File: config.mk
export PLATFORM = sky130hd
export DESIGN_NAME = spike_window_classifier
export DESIGN_NICKNAME = d
export VERILOG_FILES = /design/src/rtl/snn_pkg.sv /design/src/rtl/spike_counter_sat.sv /design/src/rtl/spike_window_classifier.sv
export SDC_FILE = /design/constraint.sdc
export NUM_CORES = 1
export LEC_CHECK = 0
export BUFFER_PORTS_ARGS = -buffer_cell sky130_fd_sc_hd__buf_4
export CELL_PAD_IN_SITES_DETAIL_PLACEMENT = 0
export CELL_PAD_IN_SITES_GLOBAL_PLACEMENT = 1
export CORE_UTILIZATION = 30
export DETAILED_ROUTE_END_ITERATION = 7
export PLACE_DENSITY_LB_ADDON = 0.1
export SETUP_SLACK_MARGIN = 0.1
export SLEW_MARGIN = 20
export SYNTH_ARGS = -nofsm -noshare
export SYNTH_HDL_FRONTEND = slang
export SYNTH_HIERARCHICAL = 1
export SYNTH_SLANG_ARGS = --single-unit
File: constraint.sdc
create_clock -name clk -period 4.2 [get_ports clk]
set_input_delay 0.84 -clock clk [delete_from_list [all_inputs] [get_ports clk]]
set_output_delay 0.84 -clock clk [all_outputs]
set_load 0.05 [all_outputs]
File: src/rtl/snn_pkg.sv
// Shared types and defaults for the spike window classifier.
package snn_pkg;
  typedef enum logic [1:0] {
    IDLE  = 2'd0,
    COUNT = 2'd1,
    SCAN  = 2'd2,
    DONE  = 2'd3
  } state_t;

  localparam int N_DEF   = 4;
  localparam int CW_DEF  = 6;
  localparam int IW_DEF  = 2;
  localparam int CNT_MAX = (1 << CW_DEF) - 1;
endpackage

File: src/rtl/spike_counter_sat.sv
// Single saturating spike counter with synchronous clear.
module spike_counter_sat #(
  parameter int CW = 6
) (
  input  logic          clk,
  input  logic          reset,
  input  logic          clr,
  input  logic          inc,
  output logic [CW-1:0] count
);
  // Clear wins over increment; hold at all-ones instead of wrapping.
  always_ff @(posedge clk or posedge reset) begin
    if (reset)                     count <= '0;
    else if (clr)                  count <= '0;
    else if (inc && (count != '1)) count <= count + CW'(1);
  end
endmodule

File: src/rtl/spike_window_classifier.sv
// Counts spikes per neuron over a window of enabled timesteps, then scans the
// counts one neuron per clock to pick the winner (lowest index on ties).
module spike_window_classifier
  import snn_pkg::*;
#(
  parameter int N  = N_DEF,
  parameter int CW = CW_DEF,
  parameter int IW = IW_DEF
) (
  input  logic          clk,
  input  logic          reset,
  input  logic          enable,
  input  logic [N-1:0]  input_spikes,
  input  logic          start,
  input  logic [7:0]    window_length,
  output logic          busy,
  output logic          result_valid,
  output logic [IW-1:0] winner,
  output logic [CW-1:0] winner_count,
  output logic          tie
);
  state_t               state;
  logic [7:0]           win_len;
  logic [7:0]           ts;
  logic [IW-1:0]        scan_idx;
  logic [CW-1:0]        best;
  logic [IW-1:0]        best_idx;
  logic                 tie_acc;
  logic [N-1:0][CW-1:0] counts;
  logic                 clr;
  logic [N-1:0]         inc;

  // Counters clear on an accepted start so a new window never inherits counts.
  assign clr = (state == IDLE) && start;

  for (genvar i = 0; i < N; i++) begin : g_cnt
    assign inc[i] = (state == COUNT) && enable && input_spikes[i];
    spike_counter_sat #(.CW(CW)) u_cnt (
      .clk   (clk),
      .reset (reset),
      .clr   (clr),
      .inc   (inc[i]),
      .count (counts[i])
    );
  end

  logic [CW-1:0] cur;
  logic [CW-1:0] nxt_best;
  logic [IW-1:0] nxt_idx;
  logic          nxt_tie;
  logic          scan_last;

  // One argmax step: idx 0 seeds, strict > keeps the lowest index on ties.
  always_comb begin
    cur       = counts[scan_idx];
    nxt_best  = best;
    nxt_idx   = best_idx;
    nxt_tie   = tie_acc;
    scan_last = (scan_idx == IW'(N - 1));
    if (scan_idx == '0) begin
      nxt_best = cur;
      nxt_idx  = '0;
      nxt_tie  = 1'b0;
    end else if (cur > best) begin
      nxt_best = cur;
      nxt_idx  = scan_idx;
      nxt_tie  = 1'b0;
    end else if (cur == best) begin
      nxt_tie  = 1'b1;
    end
  end

  // Control FSM; results are written on the edge into DONE so they appear
  // together with the result_valid pulse.
  always_ff @(posedge clk or posedge reset) begin
    if (reset) begin
      state        <= IDLE;
      win_len      <= 8'd1;
      ts           <= '0;
      scan_idx     <= '0;
      best         <= '0;
      best_idx     <= '0;
      tie_acc      <= 1'b0;
      busy         <= 1'b0;
      result_valid <= 1'b0;
      winner       <= '0;
      winner_count <= '0;
      tie          <= 1'b0;
    end else begin
      result_valid <= 1'b0;
      case (state)
        IDLE: begin
          if (start) begin
            win_len <= (window_length == 8'd0) ? 8'd1 : window_length;
            ts      <= '0;
            busy    <= 1'b1;
            state   <= COUNT;
          end
        end
        COUNT: begin
          if (enable) begin
            ts <= ts + 8'd1;
            if ((ts + 8'd1) == win_len) begin
              scan_idx <= '0;
              state    <= SCAN;
            end
          end
        end
        SCAN: begin
          best     <= nxt_best;
          best_idx <= nxt_idx;
          tie_acc  <= nxt_tie;
          scan_idx <= scan_idx + IW'(1);
          if (scan_last) begin
            winner       <= nxt_idx;
            winner_count <= nxt_best;
            tie          <= nxt_tie;
            result_valid <= 1'b1;
            busy         <= 1'b0;
            state        <= DONE;
          end
        end
        DONE:    state <= IDLE;
        default: state <= IDLE;
      endcase
    end
  end
endmodule
Word level (Yosys, flattened, before mapping)
Cells that the tools add are included.
{"block": "totals", "ff_bits": 64, "latchBits": 0, "mem_bits_rw": 0, "rom_bits": 0, "in_bits": 16, "output_inout_bits": 11, "memories": 0}
{"block": "op_classes", "n_addsub": 6, "n_mul": 0, "div_mod_pow": 0, "n_lt_le_gt_ge": 2, "n_eq_ne": 14, "n_shift": 0, "muxes": 34, "n_bitwise": 0, "reduce_logical": 26}
{"cell": "6-bit two-way mux", "n": 11}
{"cell": "6-bit by 1-bit adder with 6-bit output (second input constant)", "n": 4}
{"cell": "8-bit two-way mux", "n": 3}
{"cell": "6-bit != test (second input constant)", "n": 4}
{"cell": "2-bit two-way mux", "n": 8}
{"cell": "8-bit case mux with 2 select lines", "n": 1}
{"cell": "2-bit nonzero test", "n": 7}
{"cell": "6-bit binary-select mux with 2-bit select", "n": 1}
{"cell": "1-bit logical AND", "n": 10}
{"cell": "3-bit AND reduction", "n": 3}
{"cell": "8-bit by 1-bit adder with 8-bit output (second input constant)", "n": 1}
{"cell": "8-bit equality test", "n": 1}
{"cell": "8-bit logical NOT", "n": 1}
{"cell": "2-bit case mux with 4 select lines", "n": 1}
{"cell": "1-bit two-way mux", "n": 7}
{"cell": "2-bit equality test (second input constant)", "n": 3}
{"cell": "6-bit equality test", "n": 1}
{"cell": "6-bit > comparator", "n": 1}
{"cell": "2-bit != test (second input constant)", "n": 3}
{"cell": "2-bit logical NOT", "n": 2}
{"cell": "2-bit case mux with 2 select lines", "n": 1}
{"cell": "2-bit AND reduction", "n": 2}
{"cell": "4-bit AND reduction", "n": 1}
{"cell": "2-bit by 3-bit < comparator with 1-bit output (second input constant)", "n": 1}
{"cell": "4 further kinds", "n": 4}

Longest topological paths before layout
{"block": "logic_depth", "depth_word": 6, "mapped_depth": 11, "depth_no_buf": 9}

By module
Netlist, hierarchy kept.
{"module": "spike_window_classifier", "instances": 1, "cells_each": 238, "area_per_inst_um2": 2492.4, "seq_area_each_um2": 1002.2}
{"module": "spike_counter_sat", "instances": 4, "cells_each": 40, "area_per_inst_um2": 370.4, "seq_area_each_um2": 150.1}

Worst setup path before layout
Ideal clock, no wire load.
{"block": "synth_timing", "path_type": "register to register", "from": "register scan_idx[0]", "to": "register best[0]", "setup_time_ns": 0.127, "arrival_time_ns": 2.809, "required_ns": 4.073, "setup_slack_ns": 1.263, "stages_incl_launch_ff": 10, "path_buffers": 1, "path_cell_list": "dfrtp_1 > clkbuf_1 > mux4_2 > ha_1 > nor2b_1 > o21a_1 > o21bai_1 > a21oi_1 > o21ai_1 > mux2_1"}
{"block": "synth_via", "elab_chain_cells": 5, "word_cells_on_any_way": 6, "cone_classes": "order compare (1); mux (4); reduce/logical (1)"}
{"element": "start, declared", "line_no": "spike_window_classifier.sv:25", "text": "logic [IW-1:0] scan_idx;"}
{"element": "start signal, assigned", "line_no": "spike_window_classifier.sv:113", "text": "scan_idx <= scan_idx + IW'(1);"}
{"element": "6-bit binary-select mux with 2-bit select", "line_no": "spike_window_classifier.sv:55", "text": "cur = counts[scan_idx];"}
{"element": "6-bit two-way mux (not written as such)", "line_no": "spike_window_classifier.sv:55"}
{"element": "6-bit > comparator", "line_no": "spike_window_classifier.sv:64", "text": "end else if (cur > best) begin"}
{"element": "6-bit two-way mux", "line_no": "spike_window_classifier.sv:64"}
{"element": "6-bit two-way mux *", "line_no": "spike_window_classifier.sv:60", "text": "if (scan_idx == '0) begin"}
{"element": "end signal, assigned", "line_no": "spike_window_classifier.sv:110", "text": "best <= nxt_best;"}
{"element": "end, declared", "line_no": "spike_window_classifier.sv:26", "text": "logic [CW-1:0] best;"}
Mark *: on every way between the ends. The rest lies on a longest branch, timed or not. The select of a mux whose other input is x is not followed.
A chain may end at the register's enable or synchronous reset.

Final worst setup path
{"block": "layout_timing", "from": "register scan_idx[0]", "to": "register best[5]"}
Same word-level chain as after synthesis.

==> flow_summary.yaml <==
status:
  status: "completed"
pwr:
  p_sw_share_pct: 38.1
  peakVddDrop_uv: 234
  power_frac_seq_pct: 32.2
  p_sw_uw: 1080
  p_int_uw: 1760
  p_per_area_mw_per_mm2: 617
  totalPowerFinal_uw: 2840
  p_leak_uw: 0.00198
  pwr-share-comb_pct: 39.4
  clkPwrFrac_pct: 28.4
clocking:
  clock_sinks: 64
  h-tree-depth: 3
  clk_latency_ns: 0.33
  cts_buffer_depth: 2
  post_cts_resize_count: 0
  cts_root_buffer: "clkbuf_16"
  clkSlewWorstSetupHoldPaths_ns: 0.06
  tritoncts: "yes"
  cts_buffers: 9
  cts_setup_buffers: 0
  cts_hold_buf: 0
synthesis:
  yosys_most_used_dff: "dfrtp_1"
  ys_seq_elements: 64
  async_flop_share_pct: 100
  synthCells: 398
  yosysSeqAreaShare_pct: 40.3
  ys_warn_count: 6
  synth.avg_cell_area_sq_um: 9.98
  synth_xor_area_share_pct: 2.80
  synth_nets: 430
  synthAdderAreaFrac_pct: 5.04
  synth_edf_count: 0
  synth_cell_types: 59
  synth_top_family_by_area: "simple AND/OR/NAND/NOR gates"
  synth_compound_area_share_pct: 18.0
  yosys.area_share.simple_pct: 18.6
  synthMuxAreaShare_pct: 8.91
  synth_area_sq_mm: 0.00397
global_routing:
  grt_pass1_vias: 3005
  grt_use_total_pct: 15.2
  grt_overflow_total: 0
  grt_max_degree: 27
  grt_pass1_wl_mm: 15.8
  antenna_found_initial: 0
finish:
  nNetsFinal: 451
  antenna_cells: 0
  layout_commonest_cell: "dfrtp_1"
  nFillCells: 1263
  stdcell_area_sq_mm: 0.00461
  drive_gt1_share_pct: 17.5
  post-route-util_pct: 36.1
  synthToLayoutAreaGrowth_pct: 16.0
  most-common-layout-cells: "63 x dfrtp_1, 36 x nand2_1, 32 x buf_4"
die:
  start_util_pct: 31.1
  rows: 41
  io_pins: 27
  core_sq_mm: 0.0128
  fp.dieW_um: 117
  die-area_sq_mm: 0.0137
  die_height_um: 117
setup_path:
  cp.required_ns: 4.41
  startpoint_type: "flip-flop"
  r2r_start: "scan_idx[0]$_DFFE_PP0P_"
  critPathCaptureType: "flip-flop"
  worstSetupPathType: "flip-flop to flip-flop"
  cp_max_fo: 12
  slowest_delay_ns: 0.64
  r2r_end: "best[5]$_DFFE_PP0P_"
  ff2ff_path_depth: 9
  cp.arrival_ns: 3.45
  crit_chain: "mux4_2, ha_1, nor2b_1, o21a_1, o21bai_1, a21oi_1, buf_4, o21ai_1, mux2_1"
  slowest_stage: "dfrtp_1"
  r2r_slack_ns: 0.96
sta:
  hold_viol: 0
  period_needed_ns: 3.24
  rsz0062_at_grt: "false"
  tightest_slew_ns: 0.835
  slew_violations: 0
  setup-violations-final: 0
  skew_ns: 0.00350
  fin_tns_setup_ns: 0
  slew_headroom_pct: 44.3
  period_share_pct: 77.2
  fmax_ghz: 0.309
placed_design:
  port_buffers: 26
  gp_congestion: 0.755
  place_area_sq_mm: 0.00429
  hpwl_mm: 6.87
drt:
  wl_per_cell_um: 15.7
  final_antenna_net_count: 0
  routed_wl_mm: 9.35
  routed_via_density: 5.22
  dr.pass1.iters: 4
  drtIter0Drc: 145
  drc: 0
  num_vias: 3110
flow_run:
  cap_violations: 0
hold_path:
  hold_path_class: "input pin to async pin"
-- routing by layer --
layer | vias up | GRT usage [%] | wire [um]
met5 | - | 0 | 0
met4 | 0 | 6.58 | 51
met3 | 5 | 2.63 | 230
met2 | 43 | 22.8 | 4160
met1 | 1516 | 21.5 | 4910
li1 | 1546 | - | -
-- power groups by stage --
stage          clock (uW)  sequential [uW]  combinational [uW]
3_3_place_gp            0              926                1110
5_1_grt               868              945                1260
6_report              807              916                1120
3_5_place_dp            0              930                1120
4_1_cts               838              920                1130
2_1_floorplan           0              930                 844
-- cell families (layout without fill, tap and decap cells) --
kind of cell / count (synthesis) / in the layout
DFF: 64 / 64
xor gates and xnor gates: 11 / 11
muxes: 26 / 26
AOI/OAI and AO/OA: 96 / 96
and+or+nand+nor: 135 / 135
adders and majority gates: 16 / 16
buffers and inverters: 50 / 76
-- synthesized netlist by cell type, types with 2 or more instances --
cell type	count	area share, %
dfrtp_1	63	40
nand2_1	36	3.4
inv_1	27	2.6
nand3_1	17	2.1
nor2_1	17	1.6
ha_1	16	5.0
mux2_1	15	4.3
o211ai_1	15	2.8
nand4_1	14	2.2
a31oi_1	13	2.0
a21oi_1	11	1.4
nor3_1	10	1.3
and3_1	9	1.4
and4_4	9	2.6
clkbuf_1	8	0.76
nor3b_1	8	1.5
o21ai_1	8	1.0
buf_6	7	2.0
buf_2	6	0.76
mux4_2	6	3.4
o21ai_0	6	0.76
a22o_1	5	1.1
and2_1	5	0.79
mux2i_1	5	1.3
o311ai_1	5	1.1
xnor2_1	5	1.1
xor2_1	5	1.1
a211oi_1	4	0.76
a211oi_2	4	1.3
a41oi_1	4	0.88
o31ai_1	4	0.76
a211o_1	2	0.44
nor2b_1	2	0.31
nor4_1	2	0.31
-- area by class of cell --
| class | count | area, sq um | share of cell area, % |
|---|---|---|---|
| Clock buffer | 10 | 239 | 5.19 |
| Clock inverter | 6 | 82.6 | 1.79 |
| Inverter | 28 | 105 | 2.28 |
| Multi-Input combinational cell | 284 | 2120 | 46.1 |
| Sequential cell | 64 | 1600 | 34.8 |
| Tap cell | 172 | 215 | 4.67 |
| Timing Repair Buffer | 32 | 240 | 5.21 |
-- registers in the layout, indices dropped and copies added (netlist names) --
signal / cells
g_cnt.u_cnt/count: 24
ts: 8
win_len: 8
best: 6
winner_count: 6
best_idx: 2
scan_idx: 2
state: 2
winner: 2
busy: 1
result_valid: 1
tie: 1
tie_acc: 1
-- worst max path at each step --
stage,end,slack (ns),depth (start not counted),startpoint
finish,best[5]$_DFFE_PP0P_,0.96,9,scan_idx[0]$_DFFE_PP0P_
global route,best[2]$_DFFE_PP0P_,0.72,9,scan_idx[0]$_DFFE_PP0P_
CTS,best[2]$_DFFE_PP0P_,0.90,9,scan_idx[0]$_DFFE_PP0P_
detailed placement,best[2]$_DFFE_PP0P_,0.92,9,scan_idx[0]$_DFFE_PP0P_
global placement,best[0]$_DFFE_PP0P_,1.05,9,scan_idx[0]$_DFFE_PP0P_
floorplan,best[0]$_DFFE_PP0P_,1.26,9,scan_idx[0]$_DFFE_PP0P_
-- worst max-delay path: cells and delay by family (launching register included) --
family	cells	cell delay, ns
simple gates	1	0.13
compound gates	4	0.84
flops	1	0.64
fa+ha+maj	1	0.31
buf+inv	1	0.19
mux	2	1.00
-- per-stage QoR --
step	cells	hold slack (ns)	worst slack, ns
6_report	596	0.470	0.959
5_1_grt	596	0.477	0.722
4_1_cts	596	0.463	0.905
3_5_place_dp	580	0.464	0.918
3_3_place_gp	580	0.462	1.05
2_1_floorplan	398	0.450	1.26
Power figures use the tool's default switching activity.
